<file path="src/rtl/cpu_pkg.sv">
// Shared CPU definitions: register-file geometry and write-back grant encoding.
package cpu_pkg;

   localparam int REG_ADDR_W = 5;
   localparam int XLEN       = 32;

   typedef enum logic [1:0] {
      GNT_NONE = 2'd0,
      GNT_A    = 2'd1,
      GNT_B    = 2'd2
   } wb_grant_t;

   // Even parity over a write-back address, usable by protected register-file wrappers.
   function automatic logic addr_parity(input logic [REG_ADDR_W-1:0] addr);
      return ^addr;
   endfunction

endpackage

</file>
<file path="src/rtl/wb_scoreboard.sv">
// Busy scoreboard for destinations of outstanding long-latency operations.
// Tracks one busy bit per architectural register (x0 is never busy), answers
// the WAW issue check and the RAW hazard check for decode.
module wb_scoreboard
   import cpu_pkg::*;
#(
   parameter int ADDRESS_WIDTH = REG_ADDR_W
) (
   input  logic                     clk,
   input  logic                     rst,
   input  logic                     iss_valid,
   input  logic [ADDRESS_WIDTH-1:0] iss_rd,
   output logic                     iss_ready,
   input  logic                     clr_valid,
   input  logic [ADDRESS_WIDTH-1:0] clr_rd,
   input  logic [ADDRESS_WIDTH-1:0] rs1,
   input  logic [ADDRESS_WIDTH-1:0] rs2,
   output logic                     hazard
);

   localparam int NREG = 2 ** ADDRESS_WIDTH;

   logic [NREG-1:0] busy_r;
   logic [NREG-1:0] set_vec_s;
   logic [NREG-1:0] clr_vec_s;
   logic [NREG-1:0] busy_nxt_s;
   logic            iss_ready_s;

   // Issue is blocked while the destination still has a result in flight.
   always_comb begin
      iss_ready_s = ~busy_r[iss_rd];
      iss_ready   = iss_ready_s;
      hazard      = busy_r[rs1] | busy_r[rs2];
   end

   // Build set/clear masks; a same-cycle set on the cleared index must win.
   always_comb begin
      set_vec_s = {NREG{1'b0}};
      clr_vec_s = {NREG{1'b0}};
      if (iss_valid && iss_ready_s) begin
         set_vec_s[iss_rd] = 1'b1;
      end else begin
         set_vec_s = {NREG{1'b0}};
      end
      if (clr_valid) begin
         clr_vec_s[clr_rd] = 1'b1;
      end else begin
         clr_vec_s = {NREG{1'b0}};
      end
      busy_nxt_s    = (busy_r & ~clr_vec_s) | set_vec_s;
      busy_nxt_s[0] = 1'b0;
   end

   // Busy vector state.
   always_ff @(posedge clk or posedge rst) begin
      if (rst) begin
         busy_r <= {NREG{1'b0}};
      end else begin
         busy_r <= busy_nxt_s;
      end
   end

endmodule

</file>
<file path="src/rtl/regfile_wb_arbiter.sv">
// Register-file write-port owner. Arbitrates pipeline write-back (A) against a
// long-latency unit (B) with starvation protection for B, registers the single
// write port, and hosts the busy scoreboard that drives decode hazards.
module regfile_wb_arbiter
   import cpu_pkg::*;
#(
   parameter int ADDRESS_WIDTH = REG_ADDR_W,
   parameter int DATA_WIDTH    = XLEN,
   parameter int STARVE_LIMIT  = 4
) (
   input  logic                     clk,
   input  logic                     rst,
   input  logic                     a_valid,
   input  logic [ADDRESS_WIDTH-1:0] a_rd,
   input  logic [DATA_WIDTH-1:0]    a_data,
   output logic                     a_ready,
   input  logic                     b_valid,
   input  logic [ADDRESS_WIDTH-1:0] b_rd,
   input  logic [DATA_WIDTH-1:0]    b_data,
   output logic                     b_ready,
   input  logic                     iss_valid,
   input  logic [ADDRESS_WIDTH-1:0] iss_rd,
   output logic                     iss_ready,
   input  logic [ADDRESS_WIDTH-1:0] rs1,
   input  logic [ADDRESS_WIDTH-1:0] rs2,
   output logic                     hazard,
   output logic                     we3,
   output logic [ADDRESS_WIDTH-1:0] ad3,
   output logic [DATA_WIDTH-1:0]    wd3
);

   localparam int                CNT_W      = (STARVE_LIMIT < 1) ? 1 : $clog2(STARVE_LIMIT + 1);
   localparam logic [CNT_W-1:0]  STARVE_MAX = CNT_W'(STARVE_LIMIT);
   localparam logic [CNT_W-1:0]  CNT_ONE    = CNT_W'(1);

   logic [CNT_W-1:0]         starve_cnt_r;
   logic                     force_b_s;
   logic                     a_ready_s;
   logic                     b_ready_s;
   logic                     b_xfer_s;
   wb_grant_t                grant_s;
   logic                     we3_r;
   logic [ADDRESS_WIDTH-1:0] ad3_r;
   logic [DATA_WIDTH-1:0]    wd3_r;

   // Grant: A has priority unless B has waited the full starvation window.
   always_comb begin
      force_b_s = b_valid && (starve_cnt_r == STARVE_MAX);
      if (force_b_s) begin
         a_ready_s = 1'b0;
         b_ready_s = 1'b1;
      end else begin
         a_ready_s = 1'b1;
         b_ready_s = b_valid && !a_valid;
      end
      b_xfer_s = b_valid && b_ready_s;
      if (b_xfer_s) begin
         grant_s = GNT_B;
      end else if (a_valid && a_ready_s) begin
         grant_s = GNT_A;
      end else begin
         grant_s = GNT_NONE;
      end
   end

   assign a_ready = a_ready_s;
   assign b_ready = b_ready_s;
   assign we3     = we3_r;
   assign ad3     = ad3_r;
   assign wd3     = wd3_r;

   // Count cycles B is held off; any B transfer or idle B restarts the window.
   always_ff @(posedge clk or posedge rst) begin
      if (rst) begin
         starve_cnt_r <= {CNT_W{1'b0}};
      end else if (b_valid && !b_ready_s) begin
         if (starve_cnt_r != STARVE_MAX) begin
            starve_cnt_r <= starve_cnt_r + CNT_ONE;
         end else begin
            starve_cnt_r <= starve_cnt_r;
         end
      end else begin
         starve_cnt_r <= {CNT_W{1'b0}};
      end
   end

   // Registered write port; x0 writes are accepted but never enable the file.
   always_ff @(posedge clk or posedge rst) begin
      if (rst) begin
         we3_r <= 1'b0;
         ad3_r <= {ADDRESS_WIDTH{1'b0}};
         wd3_r <= {DATA_WIDTH{1'b0}};
      end else begin
         case (grant_s)
            GNT_A: begin
               we3_r <= (a_rd != {ADDRESS_WIDTH{1'b0}});
               ad3_r <= a_rd;
               wd3_r <= a_data;
            end
            GNT_B: begin
               we3_r <= (b_rd != {ADDRESS_WIDTH{1'b0}});
               ad3_r <= b_rd;
               wd3_r <= b_data;
            end
            default: begin
               we3_r <= 1'b0;
               ad3_r <= ad3_r;
               wd3_r <= wd3_r;
            end
         endcase
      end
   end

   wb_scoreboard #(
      .ADDRESS_WIDTH (ADDRESS_WIDTH)
   ) u_sb (
      .clk       (clk),
      .rst       (rst),
      .iss_valid (iss_valid),
      .iss_rd    (iss_rd),
      .iss_ready (iss_ready),
      .clr_valid (b_xfer_s),
      .clr_rd    (b_rd),
      .rs1       (rs1),
      .rs2       (rs2),
      .hazard    (hazard)
   );

endmodule

</file>
<file path="config.mk">
export PLATFORM = sky130hd
export DESIGN_NAME = regfile_wb_arbiter
export DESIGN_NICKNAME = d
export VERILOG_FILES = /design/src/rtl/cpu_pkg.sv /design/src/rtl/wb_scoreboard.sv /design/src/rtl/regfile_wb_arbiter.sv
export SDC_FILE = /design/constraint.sdc
export NUM_CORES = 1
export LEC_CHECK = 0
export CAP_MARGIN = 30
export CORE_MARGIN = 2
export CORE_UTILIZATION = 45
export CTS_BUF_LIST = sky130_fd_sc_hd__clkbuf_16
export DETAILED_ROUTE_END_ITERATION = 8
export MAX_ROUTING_LAYER = met4
export PLACE_DENSITY = 0.86
export SLEW_MARGIN = 20
export SYNTH_ARGS = -nofsm -noshare
export SYNTH_HDL_FRONTEND = slang
export SYNTH_SLANG_ARGS = --single-unit
</file>
<file path="constraint.sdc">
create_clock -name clk -period 2.45 [get_ports clk]
set_input_delay 0.245 -clock clk [delete_from_list [all_inputs] [get_ports clk]]
set_output_delay 0.245 -clock clk [all_outputs]
set_load 0.05 [all_outputs]
</file>
==> results.sh <==
export IMPL_grt_max_degree=77
export IMPL_syn_area_um2=4310
export IMPL_ios=136
export IMPL_cp_end_kind="output pin"
export IMPL_vias=4012
export IMPL_core_area_um2=9280
export IMPL_post_drt_via_cell_ratio=5.85
export IMPL_die_area_um2=10400
export IMPL_cp_data_arrival_time_ns=2.18
export IMPL_wl_per_cell_um=19.8
export IMPL_status="completed"
export IMPL_cap_violations=0
export IMPL_synthFlopType="dfrtp_1"
export IMPL_avgSynthCellArea_um2=10.6
export IMPL_hold_viol_final=0
export IMPL_yosys_top_cells_count="dfrtp_1 (72), nor2_1 (47), mux2i_1 (41)"
export IMPL_synth_seq_area_share_pct=41.8
export IMPL_worstRegToRegCells=5
export IMPL_cp_required_ns=2.20
export IMPL_synth_most_common_cell="dfrtp_1"
export IMPL_yosysUniqueCellTypes=53
export IMPL_grt_setup_unrepaired="true"
export IMPL_final_setup_viol_count=0
export IMPL_finalSetupTns_ns=0
export IMPL_cts_buffers=9
export IMPL_clock_sinks=72
export IMPL_finClkSkew_ns=0.00506
export IMPL_crit_fanout=4
export IMPL_clk_path_buf_depth=2
export IMPL_grt_pass1_wl_um=21100
export IMPL_fin_nets=648
export IMPL_powerDensity_nw_per_um2=686
export IMPL_gp_congestion=0.996
export IMPL_clk_pin_slew_ns=0.06
export IMPL_root_buffer="clkbuf_16"
export IMPL_rows=35
export IMPL_routed_wl_um=13600
export IMPL_relSlewSlack_pct=56.0
export IMPL_cellLeakagePower_nw=2.67
export IMPL_die_h_um=102
export IMPL_cts_max_level=3
export IMPL_p_total_mw=4.31
export IMPL_ys_warn_count=0
export IMPL_clk_latency_ns=0.33
export IMPL_tritoncts="done"
export IMPL_die_w_um=102
export IMPL_synthTopCellsByArea="dfrtp_1 (42%), mux2i_1 (9.5%), mux4_2 (7.8%), a21oi_1 (4.5%), nor2_1 (4.1%)"
export IMPL_synth_edff_count=0
export IMPL_io_buffers=135
export IMPL_reg2reg_slack_ns=0.41
export IMPL_hold_path_class="input pin to async pin"
export IMPL_antenna_found_initial=0
export IMPL_drv_slew=0
export IMPL_grtUsageTotal_pct=27.7
export IMPL_max_clock_freq_mhz=412
export IMPL_diodes=0
export IMPL_ant_nets=0
export IMPL_hpwl_um=9970
export IMPL_r2r_start="u_sb.busy_r[17]$_DFF_PP0_"
export IMPL_gr_total_overflow=0
export IMPL_layout_drive_gt1_share_pct=16.9
export IMPL_synth_top_cell_by_area="dfrtp_1"
export IMPL_synthCells=405
export IMPL_drtIter0Drc=203
export IMPL_ys_ff_latch=72
export IMPL_async_reset_ff_share_pct=100
export IMPL_start_kind="flop"
export IMPL_drc=0
export IMPL_final_period_utilization_pct=99.1
export IMPL_r2r_end="u_sb.busy_r[17]$_DFF_PP0_"
export IMPL_syn_nets=501
export IMPL_tightest_slew_ns=0.660
export IMPL_period_minus_slack_ns=2.43
export IMPL_drtPass1Iterations=5
export IMPL_ir_drop_uv=514
export IMPL_syn_to_final_growth_pct=45.7
export IMPL_start_util_pct=46.4
export IMPL_critPathKind="flop to output pin"
export IMPL_synth_top_cell_area_share_pct=41.8
export IMPL_fin_util_pct=67.7
export IMPL_grt_pass1_vias=4019
[final cells by class]
class | instances | area [µm²]
Timing Repair Buffer | 167 | 1680
Fill cell | 700 | 3000
Inverter | 10 | 37.5
Multi-Input combinational cell | 292 | 2300
Sequential cell | 72 | 1810
Clock inverter | 7 | 63.8
Clock buffer | 9 | 225
Tap cell | 129 | 161
[cell usage in the layout (no fill, tap or decap), drive strengths merged, types with 5 or more instances in the layout]
cell type        n
mux4            20
dfrtp           72
a32o             5
mux2i           41
clkdlybuf4s50  126
a21oi           39
nor3b            8
inv             10
o21ai           15
clkbuf           9
clkinv           5
and3b            5
nor2            47
buf             35
nand2           31
a22o            19
[worst max-delay path by stage]
stage | startpoint | endpoint | cells past startpoint
floorplan | starve_cnt_r[0]$_DFFE_PP0P_ | u_sb.busy_r[1]$_DFF_PP0_ | 7
global placement | rs2[0] | hazard | 7
detailed placement | rs2[0] | hazard | 7
CTS | u_sb.busy_r[3]$_DFF_PP0_ | hazard | 5
global route | u_sb.busy_r[27]$_DFF_PP0_ | hazard | 5
finish | u_sb.busy_r[17]$_DFF_PP0_ | hazard | 4
[registers in the layout, summed over array words and instances (netlist names)]
| register | flops |
|---|---|
| starve_cnt_r | 3 |
| ad3 | 5 |
| wd3 | 32 |
| we3 | 1 |
| u_sb.busy_r | 31 |
[where the power goes]
part	switching [mW]	internal, mW	leakage (nW)
Sequential	0.264	1.40	0.837
Clock	0.504	0.779	0.144
Combinational	0.664	0.700	1.69
Total	1.43	2.88	2.67
[worst max-delay path, cell delays in order (launching register included)]
cell and delay (ns):
dfrtp_1 0.46, mux4_2 0.48, o211a_1 0.21, or4_1 0.53, buf_6 0.17
[logic make-up (layout without fill, tap and decap cells)]
group,Yosys count,in the layout,share of synthesized area (%)
simple gates,127,127,15.2
compound gates,98,98,15.7
flops,72,72,41.8
mux,64,64,21.2
buf+inv,41,193,5.28
fa+ha+maj,2,2,0.580
xor+xnor,1,1,0.203
[what timing repair did]
| item | 4_1_cts | 5_1_grt |
|---|---|---|
| hold buffers | 0 | 0 |
| pin swaps | 4 | 3 |
| buffers inserted | 2 | 1 |
| gates cloned | 1 | 0 |
| hold endpoints to repair | 0 | 0 |
| resized for setup | 9 | 9 |
| setup endpoints to repair | 2 | 3 |
[metal layers]
layer	vias to the layer above	GRT usage, %	routed length (µm)
li1	1796	-	-
met3	35	7.39	1300
met5	-	-	0
met1	1925	34.2	5170
met4	0	8.10	362
met2	256	45.0	6750
[metrics by stage]
step / instances / setup WS, ns / instance area (µm²) / hold WS, ns
global route: 686 / -0.0188 / 6280 / 0.349
finish: 686 / 0.0220 / 6280 / 0.294
CTS: 685 / 0.0113 / 6250 / 0.334
global placement: 666 / -0.127 / 5900 / 0.444
floorplan: 405 / 0.0841 / 4310 / 0.404
detailed placement: 666 / -0.139 / 5900 / 0.457
Power figures use the tool's default switching activity.
